`config.mk`:
```
export PLATFORM = sky130hd
export DESIGN_NAME = sap1_controller_sequencer
export DESIGN_NICKNAME = d
export VERILOG_FILES = /design/src/rtl/sap1_controller_sequencer.sv
export SDC_FILE = /design/constraint.sdc
export NUM_CORES = 1
export LEC_CHECK = 0
export CORE_AREA = 2 2 39 41
export DETAILED_ROUTE_END_ITERATION = 10
export DIE_AREA = 0 0 41 43
export PLACE_DENSITY = 0.62
export SETUP_SLACK_MARGIN = 0.1
export SYNTH_ARGS = -nofsm -noshare
export SYNTH_HDL_FRONTEND = slang
export SYNTH_SLANG_ARGS = --single-unit
```
`constraint.sdc`:
```
create_clock -name CLK -period 1.9 [get_ports CLK]
set_clock_uncertainty 0.1 [all_clocks]
set_input_delay 0.19 -clock CLK [delete_from_list [all_inputs] [get_ports CLK]]
set_output_delay 0.19 -clock CLK [all_outputs]
set_load 0.02 [all_outputs]
```
`src/rtl/sap1_controller_sequencer.sv`:
```
// SAP-1 controller/sequencer.
// A six-step ring counter (T1..T6) plus a HALT state, and a control matrix
// that decodes the ring state together with the opcode nibble from the
// instruction register into the 12-bit control word and the halt flag.
// The state register is the only storage in this block. The opcode is
// used directly because the IR holds it from T4 onward.
// There is no valid/ready handshake on this block: the strobes are
// level-valid for the whole cycle in which a state is held.
module sap1_controller_sequencer #(
  parameter logic [3:0] OP_LDA = 4'b0000,
  parameter logic [3:0] OP_ADD = 4'b0001,
  parameter logic [3:0] OP_SUB = 4'b0010,
  parameter logic [3:0] OP_OUT = 4'b1110,
  parameter logic [3:0] OP_HLT = 4'b1111
) (
  input  logic       CLK,
  input  logic       CLR,
  input  logic [3:0] opcode,
  output logic       Cp,
  output logic       Ep,
  output logic       Lm_bar,
  output logic       CE_bar,
  output logic       Li_bar,
  output logic       Ei_bar,
  output logic       La_bar,
  output logic       Ea,
  output logic       Su,
  output logic       Eu,
  output logic       Lb_bar,
  output logic       Lo_bar,
  output logic       HLT,
  output logic [5:0] t_state
);

  typedef enum logic [2:0] {
    S_T1   = 3'd0,
    S_T2   = 3'd1,
    S_T3   = 3'd2,
    S_T4   = 3'd3,
    S_T5   = 3'd4,
    S_T6   = 3'd5,
    S_HALT = 3'd6
  } state_t;

  state_t state;

  // Ring counter: advance one T-step per clock, park in HALT on a HLT
  // opcode at T4, and return to T1 on CLR from any state.
  always_ff @(posedge CLK) begin
    if (CLR) begin
      state <= S_T1;
    end else begin
      case (state)
        S_T1:    state <= S_T2;
        S_T2:    state <= S_T3;
        S_T3:    state <= S_T4;
        S_T4:    state <= (opcode == OP_HLT) ? S_HALT : S_T5;
        S_T5:    state <= S_T6;
        S_T6:    state <= S_T1;
        S_HALT:  state <= S_HALT;
        default: state <= S_T1;
      endcase
    end
  end

  // Control matrix: decode the held state and opcode into strobes. Every
  // signal starts inactive, so each case lists only what it asserts. Only
  // one bus driver (Ep, CE_bar, Ei_bar, Ea, Eu) is asserted in any step.
  always_comb begin
    Cp      = 1'b0;
    Ep      = 1'b0;
    Lm_bar  = 1'b1;
    CE_bar  = 1'b1;
    Li_bar  = 1'b1;
    Ei_bar  = 1'b1;
    La_bar  = 1'b1;
    Ea      = 1'b0;
    Su      = 1'b0;
    Eu      = 1'b0;
    Lb_bar  = 1'b1;
    Lo_bar  = 1'b1;
    HLT     = 1'b0;
    t_state = 6'b000000;

    if (CLR) begin
      // Reset forces T1 on the next edge, so show T1 with every strobe idle.
      t_state = 6'b000001;
    end else begin
      case (state)
        S_T1: begin
          t_state = 6'b000001;
          Ep      = 1'b1;
          Lm_bar  = 1'b0;
        end
        S_T2: begin
          t_state = 6'b000010;
          Cp      = 1'b1;
        end
        S_T3: begin
          t_state = 6'b000100;
          CE_bar  = 1'b0;
          Li_bar  = 1'b0;
        end
        S_T4: begin
          t_state = 6'b001000;
          if (opcode == OP_LDA || opcode == OP_ADD || opcode == OP_SUB) begin
            Ei_bar = 1'b0;
            Lm_bar = 1'b0;
          end else if (opcode == OP_OUT) begin
            Ea     = 1'b1;
            Lo_bar = 1'b0;
          end
        end
        S_T5: begin
          t_state = 6'b010000;
          if (opcode == OP_LDA) begin
            CE_bar = 1'b0;
            La_bar = 1'b0;
          end else if (opcode == OP_ADD || opcode == OP_SUB) begin
            CE_bar = 1'b0;
            Lb_bar = 1'b0;
          end
        end
        S_T6: begin
          t_state = 6'b100000;
          if (opcode == OP_ADD || opcode == OP_SUB) begin
            Eu     = 1'b1;
            La_bar = 1'b0;
            Su     = (opcode == OP_SUB);
          end
        end
        S_HALT: begin
          HLT = 1'b1;
        end
        default: begin
          t_state = 6'b000000;
        end
      endcase
    end
  end

endmodule
```
==> impl_summary.txt <==
----------------------------------------------------
[Worst setup path]
  Register-to-register setup slack ... between 700 and 800 ps
  Data required, critical path ... between 1500 and 2000 ps
  Worst path arrival time ... 1440 ps
  Startpoint class of the critical path ... flip-flop
  Critical path fanouts, max ... 9
  Classification of the worst setup path ... reg2out
  Setup crit end kind ... primary output

[Finish]
  Combined area of the multi-input logic cells ... 243 um^2
  Max FFs per register ... 3
  Finished Cell Area ... just under 700 um^2
  Largest registers ... state (3)
  Post-layout nets ... between 90 and 100
  Synth-to-Final Area Change ... 127%
  Number of fill cells in the layout ... roughly 160
  Largest register by flop count ... state
  Antenna diode count ... 0
  Sequential cell area in the final layout ... about 63 um^2
  Commonest non-fill, non-tap cell in the layout ... sky130_fd_sc_hd__buf_4
  Highest-count cells in the layout ignoring fill and taps ... sky130_fd_sc_hd__buf_4 (19), sky130_fd_sc_hd__dlygate4sd2_1 (10), sky130_fd_sc_hd__nor3_1 (5), sky130_fd_sc_hd__buf_2 (5)
  Proportion of layout cells with a drive suffix above 1 ... about 48%
  Fin util ... about half

[Clock network]
  Clock latency on the worst-skew pair ... between 200 and 250 ps
  Post-CTS Setup Bufs ... 0
  CTS tree ... yes
  Cts-stage hold buffer count ... 0
  H-tree depth ... 1
  Clock input transition at the sequential cells of the worst setup and hold paths ... 40 ps
  Root buffer selected by CTS ... sky130_fd_sc_hd__clkbuf_4
  Clock buffer depth ... 2
  Number of sinks handled by clock tree synthesis ... 3
  Number of CTS-inserted buffers ... 3

[Global routing]
  Overall global routing resource usage ... between 10% and 20%
  Largest net degree at the start of global routing ... 10
  Number of global-route vias before repair ... between 400 and 500
  Wire length of the first global-routing pass ... roughly 1700 um
  Total grt overflow ... 0
  Initial antenna violation count ... 0

[Synth]
  Cell area after synthesis ... about 300 um^2
  Average cell area after synthesis ... around 7 um^2
  Synthesized netlist cell count ... 44
  Post-synthesis sequential area ratio ... 20.0%
  Dominant cells by area after synthesis ... sky130_fd_sc_hd__dfxtp_1 (20%), sky130_fd_sc_hd__nor3_1 (10%), sky130_fd_sc_hd__nand2b_1 (6.3%), sky130_fd_sc_hd__a21oi_1 (5.0%), sky130_fd_sc_hd__buf_2 (5.0%)
  Dominant cell type by area after synthesis ... sky130_fd_sc_hd__dfxtp_1
  Total of warnings raised by yosys ... 0
  Share of the synthesized area in the top cell type ... roughly 20%
  Net Count, Synth ... 50
  Number of register bits inferred by synthesis ... 3
  Count of cell types in the netlist ... 24

[Place]
  Placed standard-cell area ... 668 um^2
  GP Congestion ... approximately 0.76
  Pre-CTS setup slack ... -412 ps
  PortBufs ... 24
  Post-detailed-placement half-perimeter wirelength ... around 840 um

[Floorplan]
  Height of the die ... between 40 and 50 um
  Full die area ... 1760 um^2
  Row Count ... 14
  Number of primary I/O pins ... 25
  Initial Util ... 21.7%
  Core outline area ... between 1000 and 1500 um^2
  Die span in x ... between 40 and 50 um

[Power and ir drop]
  Final Total Pwr ... just over 0.0003 W
  Total power density per cell area ... around 460 nW/um^2
  Leak ... roughly 0.33 nW
  Largest vdd supply drop ... approximately 0.33 mV

[Timing]
  Pins Over Slew Limit ... 0
  Slew of the pin with the lowest slew margin ... 243 ps
  Worst slew slack as a fraction of its limit ... between 80% and 90%
  Final Hold Fails ... 0
  Final worst hold slack ... approximately 410 ps
  Fmax ... 577 MHz
  Final period util ... about nine tenths
  Setup repair after global routing missed its margin ... yes
  Min setup slack post-route ... around 170 ps
  Final Critical Period ... approximately 1700 ps
  Number of setup violations in the final report ... 0

[Route]
  Detailed-route DRC error count ... 0
  Iteration-0 DRC count of the detailed router ... 1
  Final wirelength ... approximately 1100 um
  Detailed-routing iteration count for the pre-antenna-repair pass ... 3
  DRT antenna net count ... 0
  Via-to-Cell Ratio ... approximately 4.7
  Overall via count from detail_route ... around 470
  Post-DR wirelength/cell ... 10.8 um

[Run]
  Max Cap Violations ... 0

[Outcome]
  Outcome ... complete, no violations

[Hold path]
  Worst Hold Class ... in2reg

----------------------------------------------------
==> kinds of logic (layout without fill, tap and decap cells) <==
kind of cell           count (synthesis)  in the layout  share of synthesized area [%]
AO/OA/AOI/OAI                          7              7                           14.6
XOR/XNOR                               1              1                           2.92
buffers and inverters                  6             46                           10.0
flip-flops                             3              3                           20.0
multiplexers                           1              1                           3.75
AND/OR/NAND/NOR                       26             26                           48.8
==> final timing paths <==
kind / from / endpoint / depth (start not counted)
hold reg to reg: state[0]$_SDFF_PP0_ / state[0]$_SDFF_PP0_ / 2
setup / recovery: state[0]$_SDFF_PP0_ / Li_bar / 5
setup reg to reg: state[2]$_SDFF_PP0_ / state[2]$_SDFF_PP0_ / 3
hold / removal: opcode[1] / state[1]$_SDFF_PP0_ / 4
==> report_power, final <==
part	internal, W	total, W	switching [W]
sequential	0.0000688	0.0000755	0.00000670
clock	0.0000790	0.000115	0.0000363
combinational	0.0000591	0.000120	0.0000607
total	0.000207	0.000311	0.000104
==> final cells by class <==
type / count / share of cell area (%)
clock buffer: 4 / 3.86
tap: 16 / 2.94
multi-input combinational: 35 / 35.7
sequential: 3 / 9.19
timing repair buffer: 41 / 47.8
inverter: 1 / 0.551
==> critical path, stage by stage, from the launching register on <==
cell and delay [ps]:
sky130_fd_sc_hd__dfxtp_2 320, sky130_fd_sc_hd__buf_4 160, sky130_fd_sc_hd__nand2b_1 170, sky130_fd_sc_hd__nor3_2 180, sky130_fd_sc_hd__inv_1 60, sky130_fd_sc_hd__dlygate4sd2_1 320
==> layer usage <==
layer	track usage, %	part of all wire (%)	up-vias
li1	-	-	240
met1	15.4	42	212
met2	23.1	51	14
met3	6.28	7.7	0
met4	0	0	0
met5	0	0	-
==> repair_timing <==
item,4_1_cts,5_1_grt
cloned,0,0
gates resized for setup,45,13
setup endpoints to repair,19,11
pin swaps,1,2
==> through the flow <==
stage / cells / TNS, ps
2_1_floorplan: 44 / 0
6_report: 100 / 0
4_1_cts: 100 / -28.2
5_1_grt: 100 / 0
3_5_place_dp: 96 / -2860
3_3_place_gp: 96 / -2680
==> synthesized netlist by cell type (all sizes together) <==
| cell type | number |
|---|---|
| a211oi | 2 |
| a21oi | 3 |
| a41oi | 1 |
| and3 | 2 |
| and4 | 1 |
| buf | 4 |
| clkbuf | 1 |
| dfxtp | 3 |
| inv | 1 |
| mux2 | 1 |
| nand2 | 3 |
| nand2b | 3 |
| nand3 | 1 |
| nand4 | 1 |
| nor2 | 4 |
| nor2b | 1 |
| nor3 | 7 |
| nor4 | 1 |
| o21ai | 1 |
| or2 | 1 |
| or4b | 1 |
| xor2 | 1 |
Note: power is estimated with default switching activity, not from simulation.
